**src/rtl/axi4l_image_master.sv**
```systemverilog
// Purpose: streams one image over AXI4-Lite (flag clear, pixels, flag set), waits, then reads back the inferred digit.
// Latency: one write launches on the edge after its trigger; SETTLE_CYCLES idle cycles separate the flag-set response and ARVALID.
// Backpressure: one write outstanding; pixel source is stalled (PIX_READY low) until the previous write response is accepted.
module axi4l_image_master #(
  parameter int                        AXI_DATA_WIDTH = 32,
  parameter int                        AXI_ADDR_WIDTH = 32,
  parameter int                        IMAGE_SIZE     = 256,
  parameter int                        PIXEL_BITS     = 8,
  parameter int                        M              = 8,
  parameter logic [AXI_ADDR_WIDTH-1:0] BASE_ADDR      = '0,
  parameter logic [AXI_ADDR_WIDTH-1:0] RESULT_ADDR    = 'h104,
  parameter int                        SETTLE_CYCLES  = 16
) (
  input  logic                          i_aclk,
  input  logic                          i_aresetn,
  input  logic                          i_start,
  input  logic                          i_pix_valid,
  output logic                          o_pix_ready,
  input  logic [PIXEL_BITS-1:0]         i_pix_data,
  output logic [AXI_ADDR_WIDTH-1:0]     o_awaddr,
  output logic [2:0]                    o_awprot,
  output logic                          o_awvalid,
  input  logic                          i_awready,
  output logic [AXI_DATA_WIDTH-1:0]     o_wdata,
  output logic [AXI_DATA_WIDTH/8-1:0]   o_wstrb,
  output logic                          o_wvalid,
  input  logic                          i_wready,
  input  logic [1:0]                    i_bresp,
  input  logic                          i_bvalid,
  output logic                          o_bready,
  output logic [AXI_ADDR_WIDTH-1:0]     o_araddr,
  output logic [2:0]                    o_arprot,
  output logic                          o_arvalid,
  input  logic                          i_arready,
  input  logic [AXI_DATA_WIDTH-1:0]     i_rdata,
  input  logic [1:0]                    i_rresp,
  input  logic                          i_rvalid,
  output logic                          o_rready,
  output logic                          o_busy,
  output logic                          o_done,
  output logic [M-1:0]                  o_digit,
  output logic                          o_error
);

  localparam int STRB_W = AXI_DATA_WIDTH / 8;
  localparam int CW     = $clog2(IMAGE_SIZE) + 1;
  localparam int SW     = $clog2(SETTLE_CYCLES + 1) + 1;

  typedef enum logic [2:0] {
    S_IDLE, S_CLR, S_PIX, S_SET, S_SETTLE, S_READ, S_DONE
  } state_t;

  state_t                    r_state;
  state_t                    w_next;
  logic [CW-1:0]             r_cnt;
  logic [SW-1:0]             r_settle;
  logic                      r_awvalid;
  logic                      r_wvalid;
  logic                      r_wr_active;
  logic [AXI_ADDR_WIDTH-1:0] r_awaddr;
  logic [AXI_DATA_WIDTH-1:0] r_wdata;
  logic [STRB_W-1:0]         r_wstrb;
  logic                      r_arvalid;
  logic                      r_rd_active;
  logic [M-1:0]              r_digit;
  logic                      r_error;

  logic                      w_aw_hs;
  logic                      w_w_hs;
  logic                      w_b_hs;
  logic                      w_ar_hs;
  logic                      w_r_hs;
  logic                      w_pix_hs;
  logic                      w_start_ok;
  logic                      w_last_pix;
  logic                      w_settle_done;
  logic                      w_wr_launch;
  logic                      w_rd_launch;
  logic [AXI_ADDR_WIDTH-1:0] w_wr_addr;
  logic [AXI_DATA_WIDTH-1:0] w_wr_data;
  logic [STRB_W-1:0]         w_wr_strb;
  logic                      w_unused_rdata;

  // Handshake and sequencing qualifiers
  assign o_bready      = r_wr_active & ~r_awvalid & ~r_wvalid;
  assign o_rready      = r_rd_active & ~r_arvalid;
  assign o_pix_ready   = (r_state == S_PIX) & ~r_wr_active & i_pix_valid;
  assign w_aw_hs       = r_awvalid & i_awready;
  assign w_w_hs        = r_wvalid & i_wready;
  assign w_b_hs        = o_bready & i_bvalid;
  assign w_ar_hs       = r_arvalid & i_arready;
  assign w_r_hs        = o_rready & i_rvalid;
  assign w_pix_hs      = o_pix_ready;
  assign w_start_ok    = (r_state == S_IDLE) & i_start;
  assign w_last_pix    = (r_cnt == CW'(IMAGE_SIZE - 1));
  assign w_settle_done = (r_settle == SW'(SETTLE_CYCLES - 1));
  // Writes launch on the edge that enters CLR or SET, or on a pixel handshake
  assign w_wr_launch   = w_start_ok | ((r_state == S_PIX) & w_b_hs & w_last_pix) | w_pix_hs;
  assign w_rd_launch   = (r_state == S_SETTLE) & w_settle_done;

  assign o_awaddr  = r_awaddr;
  assign o_awprot  = 3'b000;
  assign o_awvalid = r_awvalid;
  assign o_wdata   = r_wdata;
  assign o_wstrb   = r_wstrb;
  assign o_wvalid  = r_wvalid;
  assign o_araddr  = RESULT_ADDR;
  assign o_arprot  = 3'b000;
  assign o_arvalid = r_arvalid;
  assign o_busy    = (r_state != S_IDLE);
  assign o_done    = (r_state == S_DONE);
  assign o_digit   = r_digit;
  assign o_error   = r_error;

  // Only the low M bits of read data carry the digit
  assign w_unused_rdata = &{1'b0, i_rdata};

  // State register
  always_ff @(posedge i_aclk or negedge i_aresetn) begin
    if (!i_aresetn) r_state <= S_IDLE;
    else            r_state <= w_next;
  end

  // Next-state logic
  always_comb begin
    w_next = r_state;
    case (r_state)
      S_IDLE:   if (i_start)                 w_next = S_CLR;
      S_CLR:    if (w_b_hs)                  w_next = S_PIX;
      S_PIX:    if (w_b_hs && w_last_pix)    w_next = S_SET;
      S_SET:    if (w_b_hs)                  w_next = S_SETTLE;
      S_SETTLE: if (w_settle_done)           w_next = S_READ;
      S_READ:   if (w_r_hs)                  w_next = S_DONE;
      S_DONE:                                w_next = S_IDLE;
      default:                               w_next = S_IDLE;
    endcase
  end

  // Payload of the write being launched: pixel write, or flag write (0 from IDLE, 1 from last pixel)
  always_comb begin
    w_wr_addr = BASE_ADDR + AXI_ADDR_WIDTH'(IMAGE_SIZE);
    w_wr_data = '0;
    w_wr_strb = '1;
    if (w_pix_hs) begin
      w_wr_addr = BASE_ADDR + AXI_ADDR_WIDTH'(r_cnt);
      w_wr_data = AXI_DATA_WIDTH'(i_pix_data);
      w_wr_strb = STRB_W'(1);
    end else if (r_state == S_PIX) begin
      w_wr_data = AXI_DATA_WIDTH'(1);
    end
  end

  // Write channel: AW and W rise together, each drops on its own handshake
  always_ff @(posedge i_aclk or negedge i_aresetn) begin
    if (!i_aresetn) begin
      r_awvalid   <= 1'b0;
      r_wvalid    <= 1'b0;
      r_wr_active <= 1'b0;
      r_awaddr    <= '0;
      r_wdata     <= '0;
      r_wstrb     <= '0;
    end else if (w_wr_launch) begin
      r_awvalid   <= 1'b1;
      r_wvalid    <= 1'b1;
      r_wr_active <= 1'b1;
      r_awaddr    <= w_wr_addr;
      r_wdata     <= w_wr_data;
      r_wstrb     <= w_wr_strb;
    end else begin
      if (w_aw_hs) r_awvalid   <= 1'b0;
      if (w_w_hs)  r_wvalid    <= 1'b0;
      if (w_b_hs)  r_wr_active <= 1'b0;
    end
  end

  // Pixel index: cleared at start, advanced by each pixel write response, never wraps
  always_ff @(posedge i_aclk or negedge i_aresetn) begin
    if (!i_aresetn)                       r_cnt <= '0;
    else if (w_start_ok)                  r_cnt <= '0;
    else if ((r_state == S_PIX) && w_b_hs) r_cnt <= r_cnt + 1'b1;
  end

  // Settle counter runs only while in SETTLE
  always_ff @(posedge i_aclk or negedge i_aresetn) begin
    if (!i_aresetn)                r_settle <= '0;
    else if (r_state == S_SETTLE)  r_settle <= r_settle + 1'b1;
    else                           r_settle <= '0;
  end

  // Read channel: AR until accepted, then R ready until data arrives
  always_ff @(posedge i_aclk or negedge i_aresetn) begin
    if (!i_aresetn) begin
      r_arvalid   <= 1'b0;
      r_rd_active <= 1'b0;
    end else if (w_rd_launch) begin
      r_arvalid   <= 1'b1;
      r_rd_active <= 1'b1;
    end else begin
      if (w_ar_hs) r_arvalid   <= 1'b0;
      if (w_r_hs)  r_rd_active <= 1'b0;
    end
  end

  // Digit captured at the read-data handshake and held
  always_ff @(posedge i_aclk or negedge i_aresetn) begin
    if (!i_aresetn)  r_digit <= '0;
    else if (w_r_hs) r_digit <= i_rdata[M-1:0];
  end

  // Sticky error on any non-OKAY response, cleared by an accepted start
  always_ff @(posedge i_aclk or negedge i_aresetn) begin
    if (!i_aresetn)                                              r_error <= 1'b0;
    else if (w_start_ok)                                         r_error <= 1'b0;
    else if ((w_b_hs && i_bresp != 2'b00) || (w_r_hs && i_rresp != 2'b00)) r_error <= 1'b1;
  end

endmodule
```
**config.mk**
```make
export PLATFORM = sky130hd
export DESIGN_NAME = axi4l_image_master
export DESIGN_NICKNAME = d
export VERILOG_FILES = /design/src/rtl/axi4l_image_master.sv
export SDC_FILE = /design/constraint.sdc
export NUM_CORES = 1
export LEC_CHECK = 0
export CELL_PAD_IN_SITES_DETAIL_PLACEMENT = 1
export CELL_PAD_IN_SITES_GLOBAL_PLACEMENT = 2
export CORE_UTILIZATION = 19
export CTS_BUF_LIST = sky130_fd_sc_hd__clkbuf_4 sky130_fd_sc_hd__clkbuf_8
export DETAILED_ROUTE_END_ITERATION = 10
export PLACE_DENSITY = 0.78
export REMOVE_ABC_BUFFERS = 1
export SYNTH_ARGS = -nofsm -noshare
export SYNTH_HDL_FRONTEND = slang
export SYNTH_SLANG_ARGS = --single-unit
export TNS_END_PERCENT = 50
```
**constraint.sdc**
```tcl
create_clock -name i_aclk -period 1.7 [get_ports i_aclk]
set_input_delay 0.255 -clock i_aclk [delete_from_list [all_inputs] [get_ports i_aclk]]
set_output_delay 0.255 -clock i_aclk [all_outputs]
set_load 0.05 [all_outputs]
```
==> reports/metrics.yaml <==
route:
  routed_wl_um: 7139
  vias_per_cell: 3.680
  drcViolationCount: 0
  ant_nets: 0
  routedWlPerCell_um: 12.16
  drt_iter0_markers: 75
  num_vias: 2160
  first_pass_iters: 4
cells_and_area:
  nNetsFinal: 454
  syn_to_final_growth_pct: 35.90
  seq_area_um2: 1277
  diodes: 0
  instances_no_fill: 587
  utilization_pct: 26.27
  num-fill-cells: 1745
  drive_gt1_share_pct: 28.82
  multi_input_area_um2: 1254
power_and_ir_drop:
  combPwrFrac_pct: 57.3
  power.density_nw_per_um2: 1504
  pwr-share-seq_pct: 28.0
  swShare_pct: 47.45
  power.internal_mw: 3.145
  pwr-share-clk_pct: 14.7
  p_leak_nw: 2.035
  p_switching_mw: 2.840
  vdd_drop_max_uv: 810.1
floorplanning:
  num_rows: 45
  die-area_um2: 15910
  start_util_pct: 19.33
  die-height_um: 126.1
  design.core.area_um2: 15150
  pin_count: 176
  die_x_um: 126.1
yosys:
  postSynthAreaPerCell_um2: 10.13
  synth_common_cells: "buf_4, dfrtp_1, nand2_1, a22o_1, nor2_1"
  synth_flop_cell: "dfrtp_1"
  synth_edf_count: 0
  ys_types: 43
  synth.cell_area_um2: 2928
  post-synth-top-area-cell: "dfrtp_1"
  yosysMostFrequentCell: "buf_4"
  yosys_warnings: 0
  syn_inst: 289
  synth_seq_area_share_pct: 43.59
  async_flop_share_pct: 100.0
  synth_top_area_share_pct: 43.59
  yosys_register_bits: 51
  synthTopCellsByArea: "dfrtp_1, buf_4, a22o_1, nand2_1, nor2_1"
worst_setup_path:
  cp_cell_sequence: "ha_2, and3_4, and4_4, ha_4, a211oi_4, buf_6, mux2i_1"
  slowest_stage: "dfrtp_1"
  r2r_cells: 7
  slowest_delay_ns: 0.40
  worst_setup_path_start_kind: "flop"
  reg2reg_slack_ns: -0.13
  crit_buf_inv: 1
  cp_top_family: "flip-flops"
  path_depth: 7
  arrival_ns: 2.07
  path_class: "flop to flop"
  regToRegStartpoint: "r_cnt[0]"
  cp.required_ns: 1.95
  cp_max_fo: 5
  rr_endpoint: "o_wdata[0]"
  crit_path_end_kind: "flop"
grt:
  grt_pass1_wl_um: 11660
  grt_max_degree: 29
  grt_pass1_vias: 2216
  track_usage_pct: 9.362
  grt-ovfl-total: 0
  antenna_found_initial: 0
clock_network:
  cts-buffers-inserted: 5
  cts_root_buffer: "clkbuf_8"
  cts_sinks: 51
  clockBufferDepth: 2
  path_clk_slew_ns: 0.11
  cts_tree: "built"
  clk_latency_ns: 0.32
  htreeDepth: 2
timing:
  fin_crit_ns: 1.825
  fmax_mhz: 547.9
  rsz0062_at_grt: "true"
  setup_ws_ns: -0.1253
  fin_skew_ns: 0.01404
  fin_crit_sh_pct: 107.4
  hold_violations: 0
  setup_viol: 24
  slew_violations: 0
job:
  drv_cap: 0
place:
  placed_cells: 568
  place.gp.congestion: 0.7213
  pre_cts_ws_ns: -0.3449
  io_buffers: 66
  dp_hpwl_um: 5537
run_status:
  violations: "setup timing"
  outcome: "finished, violations left"
min_path:
  hp-class: "input port to async pin"
-- layout make-up --
cell class / instances / share of cell area, %
flip-flops and latches: 51 / 32.11
multi-input cells: 215 / 31.51
repair buffers: 114 / 26.60
well taps: 188 / 5.912
clock buffers: 5 / 1.730
clock inverters: 3 / 1.101
inverters: 11 / 1.038
-- metal layers --
layer  GRT usage (%)  wire length, µm
met1           11.47             3070
met2           15.99             3457
met3           1.742              456
met4           4.111              154
met5               0                0
-- worst register-to-register path, stage by stage (launching register included) --
cell and delay (ns):
dfrtp_1 0.40, ha_2 0.20, and3_4 0.15, and4_4 0.19
ha_4 0.17, a211oi_4 0.29, buf_6 0.17, mux2i_1 0.19
-- layout by cell type (no fill, tap or decap), types with 4 or more instances in the layout --
cell             netlist  layout
o21ai_0                4       4
inv_1                 11      11
dfrtp_1               51      50
a22o_1                18      18
buf_6                  4       6
clkdlybuf4s50_1        0      27
nor2_1                14      14
nand2_1               30      30
buf_4                 87      70
buf_12                 0       9
xor2_1                 5       5
nand3_1                8       8
xnor2_1                5       5
clkbuf_8               0       5
conb_1                 2      85
-- power groups by stage --
stage / sequential (mW) / clock, mW / combinational, mW
after floorplan: 2.53 / 0 / 1.18
after global placement: 1.71 / 0 / 3.16
after detailed placement: 1.73 / 0 / 3.22
after CTS: 1.68 / 0.918 / 3.43
after global routing: 1.72 / 0.957 / 3.64
final: 1.68 / 0.879 / 3.43
-- flip-flops by register name, indices dropped and copies added, names as in the netlist --
| register | cells |
|---|---|
| o_wdata | 8 |
| o_awaddr | 9 |
| r_settle | 6 |
| r_rd_active | 1 |
| o_digit | 8 |
| o_awvalid | 1 |
| o_error | 1 |
| r_cnt | 9 |
| r_state | 3 |
| o_wvalid | 1 |
| o_arvalid | 1 |
| o_wstrb | 2 |
| r_wr_active | 1 |
-- worst max-delay path by stage --
stage,slack (ns),endpoint,startpoint
2_1_floorplan,-0.47,r_state[0],o_arvalid
3_3_place_gp,-0.30,r_cnt[7],i_bvalid
3_5_place_dp,-0.34,r_cnt[3],i_bvalid
4_1_cts,-0.18,o_pix_ready,r_state[0]
5_1_grt,-0.21,o_wdata[0],r_cnt[0]
6_report,-0.13,o_wdata[0],r_cnt[0]
-- through the flow --
stage / hold WS [ns] / instance area (µm²) / setup TNS [ns] / power [mW]
4_1_cts: 0.3168 / 3948 / -2.875 / 6.027
3_5_place_dp: 0.1393 / 3710 / -8.024 / 4.954
5_1_grt: 0.3494 / 3979 / -3.335 / 6.315
2_1_floorplan: -0.04059 / 2524 / -12.90 / 3.711
3_3_place_gp: 0.1382 / 3710 / -6.866 / 4.869
6_report: 0.3241 / 3979 / -1.751 / 5.985
-- repair_timing --
| item | in CTS | in global routing |
|---|---|---|
| hold buffers | 1 | 0 |
| pin swaps | 8 | 8 |
| endpoints found under the setup margin | 26 | 29 |
| resized for setup | 14 | 5 |
| setup buffers | 8 | 3 |
| hold endpoints to repair | 7 | 0 |
-- logic make-up (layout without fill, tap and decap cells) --
kind of cell / count (synthesis) / in the layout / synth area share [%]
buffers and inverters: 106 / 133 / 25.85
and+or+nand+nor: 80 / 80 / 15.77
DFF: 51 / 51 / 43.59
AOI/OAI and AO/OA: 34 / 34 / 9.188
xor gates and xnor gates: 10 / 10 / 2.991
adders and majority gates: 3 / 3 / 1.282
muxes: 3 / 3 / 1.068
other: 2 / 85 / 0.2565
Note: power is estimated with default switching activity, not from simulation.
